==> src/rtl/mem_arbiter.sv <==
// Arbitrates the single-port unified memory between instruction fetch and
// data access, one outstanding transaction at a time, round-robin on ties.
module mem_arbiter #(
  parameter int AW = 32,
  parameter int DW = 32
) (
  input  logic          clk,
  input  logic          rst,
  input  logic          if_req,
  input  logic [AW-1:0] if_addr,
  output logic [DW-1:0] if_rdata,
  output logic          if_valid,
  input  logic          dm_req,
  input  logic          dm_we,
  input  logic [AW-1:0] dm_addr,
  input  logic [DW-1:0] dm_wdata,
  output logic [DW-1:0] dm_rdata,
  output logic          dm_valid,
  output logic          mem_req,
  output logic          mem_we,
  output logic [AW-1:0] mem_addr,
  output logic [DW-1:0] mem_wdata,
  input  logic [DW-1:0] mem_rdata,
  input  logic          mem_ready,
  output logic          stall
);

  localparam logic [2:0] IDLE   = 3'd0;
  localparam logic [2:0] BUSY_I = 3'd1;
  localparam logic [2:0] BUSY_D = 3'd2;
  localparam logic [2:0] DONE_I = 3'd3;
  localparam logic [2:0] DONE_D = 3'd4;

  logic [2:0] state;
  logic       token_d;   // 1: data side wins the next tie
  logic       grant_d;

  assign grant_d = dm_req & (~if_req | token_d);
  assign stall   = (if_req & ~if_valid) | (dm_req & ~dm_valid);

  always_ff @(posedge clk or posedge rst) begin
    if (rst) begin
      state     <= IDLE;
      token_d   <= 1'b1;
      mem_req   <= 1'b0;
      mem_we    <= 1'b0;
      mem_addr  <= '0;
      mem_wdata <= '0;
      if_rdata  <= '0;
      dm_rdata  <= '0;
      if_valid  <= 1'b0;
      dm_valid  <= 1'b0;
    end else begin
      case (state)
        IDLE: begin
          if (grant_d) begin
            mem_req   <= 1'b1;
            mem_we    <= dm_we;
            mem_addr  <= dm_addr;
            mem_wdata <= dm_wdata;
            token_d   <= 1'b0;
            state     <= BUSY_D;
          end else if (if_req) begin
            mem_req  <= 1'b1;
            mem_we   <= 1'b0;
            mem_addr <= if_addr;
            token_d  <= 1'b1;
            state    <= BUSY_I;
          end
        end
        BUSY_I: begin
          if (mem_ready) begin
            mem_req  <= 1'b0;
            if_rdata <= mem_rdata;
            if_valid <= 1'b1;
            state    <= DONE_I;
          end
        end
        BUSY_D: begin
          if (mem_ready) begin
            mem_req  <= 1'b0;
            if (!mem_we) dm_rdata <= mem_rdata;
            dm_valid <= 1'b1;
            state    <= DONE_D;
          end
        end
        DONE_I: begin
          if_valid <= 1'b0;
          state    <= IDLE;
        end
        DONE_D: begin
          dm_valid <= 1'b0;
          state    <= IDLE;
        end
        default: state <= IDLE;
      endcase
    end
  end

endmodule

==> config.mk <==
export PLATFORM = sky130hd
export DESIGN_NAME = mem_arbiter
export DESIGN_NICKNAME = d
export VERILOG_FILES = /design/src/rtl/mem_arbiter.sv
export SDC_FILE = /design/constraint.sdc
export NUM_CORES = 1
export LEC_CHECK = 0
export BUFFER_PORTS_ARGS = -buffer_cell sky130_fd_sc_hd__buf_2
export CORE_MARGIN = 10
export CORE_UTILIZATION = 42
export DETAILED_ROUTE_END_ITERATION = 10
export PLACE_DENSITY = 0.77
export SLEW_MARGIN = 20
export SYNTH_ARGS = -nofsm -noshare
export SYNTH_HDL_FRONTEND = slang
export SYNTH_SLANG_ARGS = --single-unit
==> constraint.sdc <==
create_clock -name clk -period 4.5 [get_ports clk]
set_input_delay 0.675 -clock clk [delete_from_list [all_inputs] [get_ports clk]]
set_output_delay 0.675 -clock clk [all_outputs]
set_load 0.02 [all_outputs]
== Yosys cells after proc, flatten, opt, wreduce, memory -nomap -nowiden ==
Index checks and enable logic that the tools add are counted.

* Output and inout port bits: 133
* Register bits: 136
* Word-level logic and storage cells: 58
* Input port bits: 134

* Muxes and demuxes: 17
* Reductions and logical operators: 14
* Bitwise logic cells: 9
* Equality and inequality tests: 8

{| class="wikitable"
|+ Operator list
! cell !! count
|-
| 32-bit two-way mux || 2
|-
| 3-bit two-way mux || 4
|-
| 2-bit AND reduction || 5
|-
| 3-bit case mux with 3 select lines || 1
|-
| 3-bit AND reduction || 3
|-
| 2-bit nonzero test || 4
|-
| 1-bit two-way mux || 7
|-
| 3-bit by 2-bit == test with 1-bit output (second input constant) || 2
|-
| 1-bit case mux with 2 select lines || 3
|-
| 2-bit inequality test (second input constant) || 2
|-
| 1-bit NOT || 4
|-
| 1-bit AND || 3
|-
| 3-bit by 1-bit == test with 1-bit output (second input constant) || 1
|-
| 3-bit == test (second input constant) || 1
|-
| 3-bit logical NOT || 1
|-
| 3-bit inequality test (second input constant) || 1
|-
| 2-bit by 1-bit inequality test with 1-bit output (second input constant) || 1
|-
| 1-bit bitwise OR || 2
|-
| 2-bit OR reduction || 1
|}

== Longest topological paths before layout ==
Gate-level depths: netlist of the first run.

* Word-level depth: 5
* Gate-level depth with buffers: 5
* Mapped depth without buffers: 3

== Worst setup path after synthesis of the first run ==
No wires, ideal clock.

* Path kind: input -> output
* Start point: input dm_req
* End point: output stall
* Buffers on the path: 1
* Stages on the path: 3
* Slack: 2.388 ns
* Required time: 3.825 ns
* Arrival time: 1.437 ns
* Path through: clkinv_1 > clkbuf_1 > o22ai_1

* Cells in the longest elaborated chain, start to end: 2

{| class="wikitable"
|+ RTL lines
! item !! RTL line !! RTL
|-
| start: declaration || 13 || <nowiki>input logic dm_req,</nowiki>
|-
| 1-bit AND || 39 || <nowiki>assign stall = (if_req & ~if_valid) | (dm_req & ~dm_valid);</nowiki>
|-
| 1-bit bitwise OR || 39 ||
|-
| end: declaration || 25 || <nowiki>output logic stall</nowiki>
|}

No other way between the ends.

== Worst setup path after layout of the first run ==
* Start point: register state[1]
* End point: register dm_rdata[1]

* Cells in the longest elaborated chain, start to end: 2

{| class="wikitable"
|+ RTL lines
! item !! RTL line !! RTL
|-
| start: declaration || 34 || <nowiki>logic [2:0] state;</nowiki>
|-
| start signal: assignment || 43 || <nowiki>state <= IDLE;</nowiki>
|-
| start signal: assignment || 62 || <nowiki>state <= BUSY_D;</nowiki>
|-
| start signal: assignment || 68 || <nowiki>state <= BUSY_I;</nowiki>
|-
| 3-bit by 2-bit == test with 1-bit output || 54 || <nowiki>case (state)</nowiki>
|-
| 3-bit AND reduction (no line) || - ||
|-
| end signal: assignment || 82 || <nowiki>if (!mem_we) dm_rdata <= mem_rdata;</nowiki>
|-
| end: declaration || 17 || <nowiki>output logic [DW-1:0] dm_rdata,</nowiki>
|}

No other way between the ends.
A chain may end at the register's enable or synchronous reset.

==> results of run 1 <==
-- cells in the final DEF (no fill, tap or decap), types with 2 or more instances in the layout --
cell / n
o32ai_1: 32
clkbuf_8: 6
mux2_2: 92
dfrtp_1: 135
a2bb2oi_1: 32
o21ai_0: 2
buf_2: 266
clkinv_2: 3
a21oi_1: 4
buf_4: 5
clkbuf_1: 3
mux2_1: 4
o22ai_1: 2
a31oi_1: 2
nor4_4: 2
clkbuf_16: 17
inv_1: 5
-- metal layers --
metal  global-route usage (%)  part of all wire [%]  vias up
li1                         -                     -     1885
met1                    17.98                    38     2041
met2                    29.26                    50      180
met3                    8.290                    10       25
met4                    7.074                   2.0        0
met5                        0                     0        -
-- area by class of cell --
type                       instances  share of cell area [%]
sequential                       136                   45.76
multi-input combinational        185                   25.11
timing repair buffer             272                   18.67
clock buffer                      26                   6.979
tap                              172                   2.893
inverter                           7                  0.3868
clock inverter                     3                  0.2018
-- power breakdown --
part | internal [µW] | total [µW] | switching [µW]
Clock | 780 | 1240 | 459
Sequential | 1850 | 2210 | 359
Combinational | 1170 | 2780 | 1620
Total | 3800 | 6230 | 2430
-- flip-flops by register name, summed over array words and instances, names as in the netlist --
name	flops
mem_addr	32
dm_valid	1
mem_we	1
dm_rdata	32
token_d	1
if_valid	1
mem_req	1
if_rdata	32
mem_wdata	32
state	3
-- logic make-up after synthesis --
kind of cell / after synthesis / share of synthesized area (%)
and+or+nand+nor: 9 / 1.894
AOI/OAI and AO/OA: 79 / 12.26
xor gates and xnor gates: 1 / 0.1598
buffers and inverters: 36 / 3.857
muxes: 96 / 19.72
DFF: 136 / 62.11
-- worst max path at each step --
stage / endpoint / slack (ns) / startpoint
6_report: dm_rdata[1] / 2.16 / state[1]
5_1_grt: dm_rdata[14] / 1.99 / state[1]
4_1_cts: dm_rdata[15] / 2.10 / state[1]
3_5_place_dp: dm_rdata[1] / 1.93 / mem_ready
3_3_place_gp: dm_rdata[15] / 2.01 / mem_ready
2_1_floorplan: dm_rdata[0] / 0.19 / rst
-- critical path: cells and delay by family (launching register included) --
family	cells	cell delay, ns
flops	1	0.57
buf+inv	1	0.43
simple gates	2	0.83
mux	1	0.38
-- per-stage QoR --
stage | hold slack [ns] | util [%]
2_1_floorplan | 0.5114 | -
3_3_place_gp | 0.4635 | 54.28
3_5_place_dp | 0.4790 | 54.28
4_1_cts | 0.4349 | 58.48
5_1_grt | 0.4651 | 58.48
6_report | 0.4120 | 58.48
==> results.py, run 1 <==
metrics = {
    "yosys": {
        "seq_area_frac_synth_pct": 62.11,
        "avgSynthCellArea_um2": 15.35,
        "yosys-top-cells-area": "dfrtp_1 62%, mux2_2 19%, a2bb2oi_1 5.1%",
        "mappedNetlistArea_um2": 5482,
        "netlist_instances": 357,
        "synth.distinct_cells": 29,
        "yosysWarnings": 0,
        "yosys.area.top_type": "dfrtp_1",
        "synth_top_area_share_pct": 61.63,
        "ys_ff_latch": 136,
        "yosysMostFrequentCell": "dfrtp_1",
        "syn_nets": 491,
        "synthTopCellsByCount": "135 x dfrtp_1, 92 x mux2_2, 32 x a2bb2oi_1, 32 x o32ai_1, 14 x clkbuf_1",
        "synthArstFlopShare_pct": 100.0,
        "synth-main-ff-cell": "dfrtp_1",
        "synth_edf_count": 0,
    },
    "finish": {
        "drive_gt1_share_pct": 63.43,
        "fin_nets": 753,
        "syn2layout_area_growth_pct": 35.72,
        "final-seq-area_um2": 3405,
        "n_antenna_cell": 0,
        "fin_area_um2": 7440,
        "multiInputGateArea_um2": 1868,
        "fillers": 1079,
        "fin_cells": 801,
    },
    "pwr": {
        "max-vdd-ir-drop_mv": 0.3677,
        "leakage_uw": 0.003545,
        "power_uw": 6234,
        "p_per_area_nw_per_um2": 838.0,
    },
    "detailed_routing": {
        "wirelength_um": 15790,
        "drc": 0,
        "wl_per_cell_um": 19.71,
        "drt_first_pass_iters": 4,
        "vias_per_cell": 5.157,
        "drtIter0Drc": 187,
        "num_vias": 4131,
        "ant_nets": 0,
    },
    "die": {
        "core_area_um2": 12720,
        "die_w_um": 134.2,
        "ios": 267,
        "die_area_um2": 18020,
        "rows": 41,
        "die_y_um": 134.2,
        "start_util_pct": 43.09,
    },
    "placement": {
        "place_area_um2": 6905,
        "post-place-cells": 772,
        "dp_worst_setup_slack_ns": 1.934,
        "gp_congestion": 0.8651,
        "port_buffers": 266,
        "dp_hpwl_um": 12040,
    },
    "job": {
        "cap_violations": 0,
    },
    "sta": {
        "slew_headroom_pct": 38.75,
        "fin_ws_ns": 2.163,
        "rsz0062_at_grt": "no",
        "max_freq_mhz": 427.9,
        "skew_ns": 0.006444,
        "fin_setup_tns_ns": 0,
        "period_minus_slack_ns": 2.337,
        "fin_crit_sh_pct": 51.93,
        "tightest_slew_ns": 0.9165,
        "final-max-slew-violation-count": 0,
        "finalHoldViolations": 0,
        "setup_viol": 0,
    },
    "grt": {
        "grt_usage_pct": 17.27,
        "grt_pass1_wl_um": 24940,
        "first_global_vias": 4682,
        "grt_antenna_before_repair": 0,
        "overflow": 0,
        "grt_start_max_net_pins": 75,
    },
    "clocking": {
        "insertion_delay_ns": 0.40,
        "clkSlewWorstSetupHoldPaths_ns": 0.05,
        "cts_tree": "done",
        "cts-buffers-inserted": 17,
        "ctsLongestPathBuffers": 2,
        "post_cts_buffers": 0,
        "cts.sinks": 136,
        "cts_htree_levels": 4,
        "ctsResizeCount": 0,
        "ctsHoldBuffers": 0,
        "cts_root_buf": "clkbuf_16",
    },
    "setup_path": {
        "crit_chain": "nand2_1 > nor4_4 > buf_4 > mux2_2",
        "reg2regPathDepth": 4,
        "critical_path_required_ns": 4.78,
        "worstSetupPathType": "flip-flop to flip-flop",
        "crit_arrival_ns": 2.62,
        "cp-end-kind": "flip-flop",
        "regToRegSetupSlack_ns": 2.16,
        "critPathMaxFanout": 22,
        "r2r_end": "dm_rdata[1]",
        "reg2reg_from": "state[1]",
        "cp_slowest_cell": "nor4_4",
        "crit_path_start_kind": "flip-flop",
        "slowest_delay_ns": 0.63,
    },
    "min_path": {
        "hp-class": "input pin to asynchronous set/reset pin",
    },
    "outcome": {
        "outcome": "complete, no violations",
    },
}
No activity file was read; power rests on OpenSTA's default activity.
==> inputs of run 2 (changes only) <==
--- a/config.mk
+++ b/config.mk
@@ -5,11 +5,12 @@
 export SDC_FILE = /design/constraint.sdc
 export NUM_CORES = 1
 export LEC_CHECK = 0
+export ABC_AREA = 1
 export BUFFER_PORTS_ARGS = -buffer_cell sky130_fd_sc_hd__buf_2
 export CORE_MARGIN = 10
 export CORE_UTILIZATION = 42
 export DETAILED_ROUTE_END_ITERATION = 10
-export PLACE_DENSITY = 0.77
+export PLACE_DENSITY = 0.76
 export SLEW_MARGIN = 20
 export SYNTH_ARGS = -nofsm -noshare
 export SYNTH_HDL_FRONTEND = slang
==> constraint.sdc (replaced) <==
create_clock -name clk -period 2.04 [get_ports clk]
set_input_delay 0.306 -clock clk [delete_from_list [all_inputs] [get_ports clk]]
set_output_delay 0.306 -clock clk [all_outputs]
set_load 0.02 [all_outputs]
==> results.py, run 2 <==
metrics = {
    "outcome": {
        "outcome": "complete, no violations",
    },
    "yosys": {
        "netlist_instances": 635,
        "seq_area_frac_synth_pct": 59.45,
        "synth_edf_count": 0,
        "mappedNetlistArea_um2": 5727,
        "yosys.area.top_type": "dfrtp_1",
        "syn_nets": 769,
        "synth-main-ff-cell": "dfrtp_1",
        "yosysMostFrequentCell": "nand2_1",
        "avgSynthCellArea_um2": 9.018,
        "yosysWarnings": 0,
        "synth_top_area_share_pct": 58.99,
        "yosys-top-cells-area": "dfrtp_1 59%, nand2_1 16%, o21ai_0 6.5%",
        "ys_ff_latch": 136,
        "synth.distinct_cells": 22,
        "synthTopCellsByCount": "237 x nand2_1, 135 x dfrtp_1, 74 x inv_1, 74 x o21ai_0, 34 x o21ai_2",
        "synthArstFlopShare_pct": 100.0,
    },
    "setup_path": {
        "cp_top_family": "buffers and inverters",
        "crit_path_start_kind": "flip-flop",
        "crit_arrival_ns": 1.92,
        "slowest_delay_ns": 0.40,
        "cp_slowest_cell": "inv_2",
        "worstSetupPathType": "flip-flop to flip-flop",
        "critPathBufInv": 3,
        "critPathMaxFanout": 67,
        "cp_common_cell": "nand2_1",
        "crit_chain": "inv_1 > nand2_1 > nand2_2 > buf_12 > nor2_4 > inv_2 > nand2_1 > nand3_1 > nand2_1",
        "cp-end-kind": "flip-flop",
        "critical_path_required_ns": 2.34,
    },
    "sta": {
        "hold_ws_ns": 0.08912,
        "final-max-slew-violation-count": 0,
        "fin_setup_tns_ns": 0,
        "finalHoldViolations": 0,
        "skew_ns": 0.007127,
        "fin_ws_ns": 0.4251,
        "setup_viol": 0,
        "max_freq_mhz": 619.2,
        "fin_crit_sh_pct": 79.16,
        "rsz0062_at_grt": "no",
        "period_minus_slack_ns": 1.615,
        "slew_headroom_pct": 51.77,
        "tightest_slew_ns": 0.7234,
    },
    "pwr": {
        "p_per_area_nw_per_um2": 1732,
        "power_uw": 13530,
        "max-vdd-ir-drop_mv": 0.9513,
        "leakage_uw": 0.004467,
    },
    "detailed_routing": {
        "num_vias": 4922,
        "vias_per_cell": 4.536,
        "ant_nets": 0,
        "drc": 0,
        "drt_first_pass_iters": 4,
        "wl_per_cell_um": 15.23,
        "wirelength_um": 16530,
        "drtIter0Drc": 214,
    },
    "min_path": {
        "hp-class": "input pin to flip-flop",
    },
    "grt": {
        "grt_pass1_wl_um": 25700,
        "grt_start_max_net_pins": 68,
        "grt_usage_pct": 17.41,
        "grt_antenna_before_repair": 0,
        "first_global_vias": 5010,
        "overflow": 0,
    },
    "clocking": {
        "ctsLongestPathBuffers": 2,
        "cts_tree": "done",
        "post_cts_buffers": 0,
        "ctsHoldBuffers": 1,
        "cts_htree_levels": 4,
        "ctsResizeCount": 0,
        "cts-buffers-inserted": 17,
        "cts.sinks": 136,
        "cts_root_buf": "clkbuf_16",
        "clkSlewWorstSetupHoldPaths_ns": 0.06,
        "insertion_delay_ns": 0.41,
    },
    "finish": {
        "final_util_pct": 58.72,
        "n_antenna_cell": 0,
        "syn2layout_area_growth_pct": 36.33,
        "final_common_cell": "buf_2",
        "fin_nets": 1030,
        "layout_common_cells": "266 x buf_2, 237 x nand2_1, 135 x dfrtp_1",
        "drive_gt1_share_pct": 38.72,
    },
    "placement": {
        "port_buffers": 266,
        "gp_congestion": 0.8492,
        "dp_hpwl_um": 12540,
        "dp_worst_setup_slack_ns": 0.3915,
    },
    "die": {
        "die_y_um": 136.8,
        "core_area_um2": 13300,
        "start_util_pct": 43.07,
        "die_area_um2": 18710,
        "ios": 267,
        "die_w_um": 136.8,
        "rows": 42,
    },
    "job": {
        "cap_violations": 0,
    },
}
==> run 2: area by class of cell <==
type                    count  area (µm²)
multi-input cells         390        1812
flip-flops and latches    136        3405
clock buffers              19       452.9
clock inverters            13       165.2
inverters                  76       289.0
well taps                 176       220.2
repair buffers            275        1464
fillers                  1188        5488
==> run 2: worst register-to-register path, cell delays in order, from the launching register on <==
cell and delay [ns]:
dfstp_2 0.36, inv_1 0.06, nand2_1 0.06, nand2_2 0.07, buf_12 0.23, nor2_4 0.06
inv_2 0.40, nand2_1 0.12, nand3_1 0.10, nand2_1 0.05
==> run 2: cell families after synthesis <==
family	Yosys count	share of synthesized area, %
flops	136	59.45
buf+inv	109	8.914
compound gates	136	14.20
simple gates	254	17.43
==> run 2: path summary, 6_finish.rpt <==
path                               start       endpoint  slack [ns]  cells after the start
setup / recovery                 token_d       state[1]        0.43                      9
hold / removal              dm_wdata[23]  mem_wdata[23]        0.09                      3
setup reg to reg                 token_d       state[1]        0.43                      9
hold reg to reg            mem_wdata[28]  mem_wdata[28]        0.46                      2
max in group asynchronous            rst        token_d        0.98                      4
min in group asynchronous            rst   dm_rdata[23]        0.42                      3
==> run 2: layer usage <==
metal | track usage, % | wire length [µm] | vias up
met2 | 27.89 | 7700 | 198
met3 | 9.457 | 2013 | 15
li1 | - | - | 2501
met1 | 19.67 | 6649 | 2208
met5 | 0 | 0 | -
met4 | 5.152 | 162 | 0
==> run 2: through the flow <==
stage	std cells	area, µm²
CTS	1085	7807
global route	1085	7807
global placement	1052	7179
finish	1085	7807
floorplan	635	5731
detailed placement	1052	7179
==> run 2: power breakdown <==
part           total, µW  internal (µW)  switching [µW]
logic               5710           1860            3850
registers           4640           3980             662
clock network       3180           2000            1180
total              13500           7840            5690
